--- config.mk ---
export PLATFORM = sky130hd
export DESIGN_NAME = idex_buffer_flat
export DESIGN_NICKNAME = d
export VERILOG_FILES = /design/src/rtl/idex_if.sv /design/src/rtl/idex_buffer.sv /design/src/flat_wrapper.sv
export SDC_FILE = /design/constraint.sdc
export NUM_CORES = 1
export LEC_CHECK = 0
export ABC_CLOCK_PERIOD_IN_PS = 3000
export CAP_MARGIN = 20
export CORE_UTILIZATION = 41
export DETAILED_ROUTE_END_ITERATION = 16
export PLACE_DENSITY = 0.86
export SLEW_MARGIN = 20
export SYNTH_ARGS = -nofsm -noshare
export SYNTH_HDL_FRONTEND = slang
export SYNTH_SLANG_ARGS = --single-unit
--- constraint.sdc ---
create_clock -name i_clk -period 3 [get_ports i_clk]
set_input_delay 0.45 -clock i_clk [delete_from_list [all_inputs] [get_ports i_clk]]
set_output_delay 0.45 -clock i_clk [all_outputs]
set_load 0.02 [all_outputs]
--- src/rtl/idex_if.sv ---
// Decode -> execute bundle for the ID/EX pipeline register.
// master: the decode side (drives i_* fields, observes o_* fields).
// slave:  the ID/EX register itself.
interface idex_if #(
  parameter int DATA_W = 16,
  parameter int PC_W   = 32,
  parameter int CTRL_W = 24
);
  logic [CTRL_W-1:0] i_ctrl;
  logic [DATA_W-1:0] i_data1;
  logic [DATA_W-1:0] i_data2;
  logic [DATA_W-1:0] i_immediate;
  logic [DATA_W-1:0] i_sh_amount;
  logic [2:0]        i_rd;
  logic [2:0]        i_rs;
  logic [2:0]        i_write_addr;
  logic [PC_W-1:0]   i_pc;
  logic              i_flush;
  logic              i_stall;

  logic [CTRL_W-1:0] o_ctrl;
  logic [DATA_W-1:0] o_data1;
  logic [DATA_W-1:0] o_data2;
  logic [DATA_W-1:0] o_immediate;
  logic [DATA_W-1:0] o_sh_amount;
  logic [2:0]        o_rd;
  logic [2:0]        o_rs;
  logic [2:0]        o_write_addr;
  logic [PC_W-1:0]   o_pc;
  logic              o_hazard_state;
  logic              o_stall_upstream;
  logic [15:0]       o_bubble_count;

  modport master (
    output i_ctrl, i_data1, i_data2, i_immediate, i_sh_amount,
           i_rd, i_rs, i_write_addr, i_pc, i_flush, i_stall,
    input  o_ctrl, o_data1, o_data2, o_immediate, o_sh_amount,
           o_rd, o_rs, o_write_addr, o_pc, o_hazard_state,
           o_stall_upstream, o_bubble_count
  );

  modport slave (
    input  i_ctrl, i_data1, i_data2, i_immediate, i_sh_amount,
           i_rd, i_rs, i_write_addr, i_pc, i_flush, i_stall,
    output o_ctrl, o_data1, o_data2, o_immediate, o_sh_amount,
           o_rd, o_rs, o_write_addr, o_pc, o_hazard_state,
           o_stall_upstream, o_bubble_count
  );
endinterface

--- src/rtl/idex_buffer.sv ---
// ID/EX pipeline register with a two-cycle sequencer for PC push/pop ops
// (CALL/RET/INT/RTI) and bubble insertion on flush or load-use stall.
// Optional macro IDEX_BUBBLE_COUNT_EN adds a saturating 16-bit bubble counter;
// without it o_bubble_count is tied to zero.
module idex_buffer #(
  parameter int DATA_W = 16,
  parameter int PC_W   = 32,
  parameter int CTRL_W = 24
) (
  input logic   i_clk,
  input logic   i_reset,
  idex_if.slave bus
);

  typedef enum logic {
    IDLE   = 1'b0,
    SECOND = 1'b1
  } state_t;

  state_t            state;
  state_t            next_state;
  logic              pending_flush;
  logic              two_cycle;
  logic              load;
  logic              bubble;
  logic              stall_upstream;

  logic [CTRL_W-1:0] ctrl_q;
  logic [DATA_W-1:0] data1_q;
  logic [DATA_W-1:0] data2_q;
  logic [DATA_W-1:0] immediate_q;
  logic [DATA_W-1:0] sh_amount_q;
  logic [2:0]        rd_q;
  logic [2:0]        rs_q;
  logic [2:0]        write_addr_q;
  logic [PC_W-1:0]   pc_q;

  // pop_pc or push_pc in the held instruction means it needs a second execute cycle
  assign two_cycle = ctrl_q[2] | ctrl_q[1];

  // Sequencer decode: hold during the first cycle of a two-cycle op, load otherwise
  always_comb begin
    next_state     = state;
    load           = 1'b0;
    bubble         = 1'b0;
    stall_upstream = 1'b0;
    case (state)
      IDLE: begin
        if (two_cycle) begin
          stall_upstream = 1'b1;
          next_state     = SECOND;
        end else begin
          load   = 1'b1;
          bubble = bus.i_flush | bus.i_stall;
        end
      end
      SECOND: begin
        next_state = IDLE;
        load       = 1'b1;
        bubble     = pending_flush | bus.i_flush | bus.i_stall;
      end
      default: next_state = IDLE;
    endcase
  end

  // State register
  always_ff @(posedge i_clk or negedge i_reset) begin
    if (!i_reset) state <= IDLE;
    else          state <= next_state;
  end

  // Remember a flush/stall that arrived while the register was held; it squashes the next load
  always_ff @(posedge i_clk or negedge i_reset) begin
    if (!i_reset) pending_flush <= 1'b0;
    else          pending_flush <= (state == IDLE) && two_cycle && (bus.i_flush | bus.i_stall);
  end

  // Pipeline fields: capture, squash to an all-zero bubble, or hold
  always_ff @(posedge i_clk or negedge i_reset) begin
    if (!i_reset) begin
      ctrl_q       <= '0;
      data1_q      <= '0;
      data2_q      <= '0;
      immediate_q  <= '0;
      sh_amount_q  <= '0;
      rd_q         <= '0;
      rs_q         <= '0;
      write_addr_q <= '0;
      pc_q         <= '0;
    end else if (load) begin
      if (bubble) begin
        ctrl_q       <= '0;
        data1_q      <= '0;
        data2_q      <= '0;
        immediate_q  <= '0;
        sh_amount_q  <= '0;
        rd_q         <= '0;
        rs_q         <= '0;
        write_addr_q <= '0;
        pc_q         <= '0;
      end else begin
        ctrl_q       <= bus.i_ctrl;
        data1_q      <= bus.i_data1;
        data2_q      <= bus.i_data2;
        immediate_q  <= bus.i_immediate;
        sh_amount_q  <= bus.i_sh_amount;
        rd_q         <= bus.i_rd;
        rs_q         <= bus.i_rs;
        write_addr_q <= bus.i_write_addr;
        pc_q         <= bus.i_pc;
      end
    end
  end

`ifdef IDEX_BUBBLE_COUNT_EN
  logic [15:0] bubble_count;

  // Count every bubble load, sticking at all-ones
  always_ff @(posedge i_clk or negedge i_reset) begin
    if (!i_reset)                                    bubble_count <= '0;
    else if (load && bubble && bubble_count != 16'hFFFF) bubble_count <= bubble_count + 16'd1;
  end

  assign bus.o_bubble_count = bubble_count;
`else
  assign bus.o_bubble_count = 16'd0;
`endif

  assign bus.o_ctrl           = ctrl_q;
  assign bus.o_data1          = data1_q;
  assign bus.o_data2          = data2_q;
  assign bus.o_immediate      = immediate_q;
  assign bus.o_sh_amount      = sh_amount_q;
  assign bus.o_rd             = rd_q;
  assign bus.o_rs             = rs_q;
  assign bus.o_write_addr     = write_addr_q;
  assign bus.o_pc             = pc_q;
  assign bus.o_hazard_state   = (state == SECOND);
  assign bus.o_stall_upstream = stall_upstream;

endmodule
--- src/flat_wrapper.sv ---
// flat-port wrapper written by rule: the top's interface ports become plain ports
module idex_buffer_flat 
#(
  parameter int DATA_W = 16,
  parameter int PC_W   = 32,
  parameter int CTRL_W = 24
)
  (i_clk, i_reset, bus_i_ctrl, bus_i_data1, bus_i_data2, bus_i_immediate, bus_i_sh_amount, bus_i_rd, bus_i_rs, bus_i_write_addr, bus_i_pc, bus_i_flush, bus_i_stall, bus_o_ctrl, bus_o_data1, bus_o_data2, bus_o_immediate, bus_o_sh_amount, bus_o_rd, bus_o_rs, bus_o_write_addr, bus_o_pc, bus_o_hazard_state, bus_o_stall_upstream, bus_o_bubble_count);
  idex_if #(.DATA_W(DATA_W), .PC_W(PC_W), .CTRL_W(CTRL_W)) bus_i ();
  input logic i_clk;
  input logic i_reset;
  input wire logic [$bits(bus_i.i_ctrl)-1:0] bus_i_ctrl;
  input wire logic [$bits(bus_i.i_data1)-1:0] bus_i_data1;
  input wire logic [$bits(bus_i.i_data2)-1:0] bus_i_data2;
  input wire logic [$bits(bus_i.i_immediate)-1:0] bus_i_immediate;
  input wire logic [$bits(bus_i.i_sh_amount)-1:0] bus_i_sh_amount;
  input wire logic [$bits(bus_i.i_rd)-1:0] bus_i_rd;
  input wire logic [$bits(bus_i.i_rs)-1:0] bus_i_rs;
  input wire logic [$bits(bus_i.i_write_addr)-1:0] bus_i_write_addr;
  input wire logic [$bits(bus_i.i_pc)-1:0] bus_i_pc;
  input wire logic [$bits(bus_i.i_flush)-1:0] bus_i_flush;
  input wire logic [$bits(bus_i.i_stall)-1:0] bus_i_stall;
  output wire logic [$bits(bus_i.o_ctrl)-1:0] bus_o_ctrl;
  output wire logic [$bits(bus_i.o_data1)-1:0] bus_o_data1;
  output wire logic [$bits(bus_i.o_data2)-1:0] bus_o_data2;
  output wire logic [$bits(bus_i.o_immediate)-1:0] bus_o_immediate;
  output wire logic [$bits(bus_i.o_sh_amount)-1:0] bus_o_sh_amount;
  output wire logic [$bits(bus_i.o_rd)-1:0] bus_o_rd;
  output wire logic [$bits(bus_i.o_rs)-1:0] bus_o_rs;
  output wire logic [$bits(bus_i.o_write_addr)-1:0] bus_o_write_addr;
  output wire logic [$bits(bus_i.o_pc)-1:0] bus_o_pc;
  output wire logic [$bits(bus_i.o_hazard_state)-1:0] bus_o_hazard_state;
  output wire logic [$bits(bus_i.o_stall_upstream)-1:0] bus_o_stall_upstream;
  output wire logic [$bits(bus_i.o_bubble_count)-1:0] bus_o_bubble_count;
  assign bus_i.i_ctrl = bus_i_ctrl;
  assign bus_i.i_data1 = bus_i_data1;
  assign bus_i.i_data2 = bus_i_data2;
  assign bus_i.i_immediate = bus_i_immediate;
  assign bus_i.i_sh_amount = bus_i_sh_amount;
  assign bus_i.i_rd = bus_i_rd;
  assign bus_i.i_rs = bus_i_rs;
  assign bus_i.i_write_addr = bus_i_write_addr;
  assign bus_i.i_pc = bus_i_pc;
  assign bus_i.i_flush = bus_i_flush;
  assign bus_i.i_stall = bus_i_stall;
  assign bus_o_ctrl = bus_i.o_ctrl;
  assign bus_o_data1 = bus_i.o_data1;
  assign bus_o_data2 = bus_i.o_data2;
  assign bus_o_immediate = bus_i.o_immediate;
  assign bus_o_sh_amount = bus_i.o_sh_amount;
  assign bus_o_rd = bus_i.o_rd;
  assign bus_o_rs = bus_i.o_rs;
  assign bus_o_write_addr = bus_i.o_write_addr;
  assign bus_o_pc = bus_i.o_pc;
  assign bus_o_hazard_state = bus_i.o_hazard_state;
  assign bus_o_stall_upstream = bus_i.o_stall_upstream;
  assign bus_o_bubble_count = bus_i.o_bubble_count;
  idex_buffer #(.DATA_W(DATA_W), .PC_W(PC_W), .CTRL_W(CTRL_W)) u_core (.i_clk(i_clk), .i_reset(i_reset), .bus(bus_i));
endmodule
==> metrics.txt <==
post-route minimum period 2.24 ns; gr ovfl total 0; # Post-CTS Setup Buffers 0; H-Tree Depth 4; GRT Overall Usage 21.5%; syn avg cell area 15.3 um2; CP delay by family, top buffers and inverters; vias in the first global route 3641; post-route ant nets 0; final instance area 7990 um2; DR vias/cell 5.03; # resized after CTS 0; Rel. slew slack 56.3%; Die Area 12100 um2; DRT Wirelength 13.2 mm; Max IR drop VDD 0.000864 V; I/O Buffers 263; clock transition at the registers of the reported paths 0.06 ns; CP max stage delay 0.67 ns; clock root buffer clkbuf_16; Syn. warnings 0; critical path arrival 1.79 ns; TritonCTS clock tree yes; Layout area overhead 67.6%; status finished, final reports clean; Min-Delay Path Class in -> async; #FFs+latches synth 131; io pins 280; Worst Path Buf+Inv 1; Clock Path Buffers 2; post-synthesis instance total 312; layout cells sized above 1 7.01%; placed inst area 7410 um2; Mapped Area 4770 um2; Die Wd 110 um; RSZ-0062 raised after global routing no; Post-DP HPWL 9.27 mm; Post-Layout Cell Count 728; core area 11400 um2; placed cell count 696; leak pwr 0.00359 uW; Worst Setup Start Kind register; DRC viols 0; CTS Buf Count 17; actual slew at the worst max-slew pin 0.656 ns; Final Hold Vio Count 0; initial core utilization 42.0%; Final Setup Violations 0; slowest CP cell clkdlybuf4s50_1; Hold-fix buffers, CTS 0; sequential fraction of the synthesis area 68.7%; Crit Path Class reg -> out; Worst EP required 2.55 ns; nature of the critical path endpoint output port; first-pass GRT wire length 19.2 mm; antenna cell count 0; PwrDens 894 nW/um2; gpl congestion 0.728; Max Slew Vio Count 0; largest net degree at the start of global routing 104; fmax 0.447 GHz; Clock Skews 0.0124 ns; Netlist cell types 13; Skew-Pair Late Insertion Delay 0.41 ns; DR vias 3661; DR WL/cell 18.1 um; die height 110 um; initial antenna violation count 0; clk sinks 131; CP Max Fanout 10; standard-cell rows 39; final net count 705; initial drt markers 155; Tcrit/Tclk final 74.6%; max cap viols 0; Final TNS setup 0 ns; 1st-pass router iterations 6; CP cell instances nor2_4 -> clkdlybuf4s50_1
[sequential cells by signal, summed over array words and instances (netlist names), 16 cells and up]
register / count
u_core.bus.o_data2: 16
u_core.bus.o_immediate: 16
u_core.bus.o_sh_amount: 16
u_core.bus.o_pc: 32
u_core.bus.o_data1: 16
u_core.bus.o_ctrl: 24
[placed cells by master (no fill, tap or decap), types with 2 or more instances in the layout]
cell and n:
dfrtp_1 131, buf_4 6, clkbuf_16 17, clkinv_2 4, clkinv_4 3, a22o_1 129
clkinvlp_4 4, bufinv_16 2, conb_1 16, clkdlybuf4s50_1 262, buf_12 2
[metrics by stage]
step	hold slack [ns]	utilization [%]	total power (uW)	setup slack, ns
5_1_grt	0.0316	70.3	7470	0.684
4_1_cts	0.00761	70.3	7200	0.753
2_1_floorplan	0.154	-	3900	1.34
3_3_place_gp	0.438	65.2	5080	1.12
3_5_place_dp	0.443	65.2	5170	1.05
6_report	0.00746	70.3	7150	0.763
[power by group]
group | switching (uW) | internal (uW)
Sequential | 256 | 2190
Combinational | 1450 | 1240
Clock | 765 | 1240
[per-layer routing]
metal  track usage, %  vias up  routed length (um)
li1                 -     1678                   -
met1             25.0     1793                5160
met2             36.0      170                6700
met3             7.11       20                1100
met4             9.81        0                 255
met5                0        -                   0
[cells by family (layout without fill, tap and decap cells)]
kind of cell           count (synthesis)  count (layout)  synth area share (%)
and+or+nand+nor                        4               4                 0.420
other                                  1              16                0.0786
DFF                                  131             131                  68.7
buffers and inverters                 45             303                  6.66
AOI/OAI and AO/OA                    131             131                  24.1
[final timing paths]
check                                          start                          to  slack, ns  cells past startpoint
setup / recovery           u_core.bus.o_hazard_state        bus_o_stall_upstream       0.76                      2
setup reg to reg           u_core.bus.o_hazard_state  u_core.bus.o_sh_amount[15]       1.05                      4
hold / removal                               i_reset          u_core.bus.o_pc[1]      0.007                      1
hold reg to reg                  u_core.bus.o_pc[11]         u_core.bus.o_pc[11]       0.50                      1
max in group asynchronous                    i_reset        u_core.bus.o_ctrl[2]       2.33                      2
min in group i_clk               u_core.bus.o_pc[11]         u_core.bus.o_pc[11]       0.50                      1
[cell usage after synthesis]
cell	number	share of area, %
buf_4	17	2.7
dfrtp_1	131	69
nor2_1	2	0.16
a22o_1	129	24
o21a_1	1	0.16
conb_1	1	0.079
clkbuf_1	14	1.1
buf_6	11	2.6
or3_1	1	0.13
nand2b_1	1	0.13
buf_2	2	0.21
a211oi_2	1	0.26
inv_1	1	0.079
[layout make-up]
type / count / area (um2)
fillers: 794 / 3380
multi-input cells: 151 / 1240
well taps: 143 / 179
flip-flops and latches: 131 / 3280
repair buffers: 270 / 2710
inverters: 1 / 3.75
clock inverters: 13 / 136
clock buffers: 19 / 443
[worst reg2reg max path: cells and delay by family, from the launching register on]
family | cells | cell delay (ns)
AO/OA/AOI/OAI | 2 | 0.63
buffers and inverters | 1 | 0.38
flip-flops | 1 | 0.44
AND/OR/NAND/NOR | 1 | 0.44
Power figures use the tool's default switching activity.
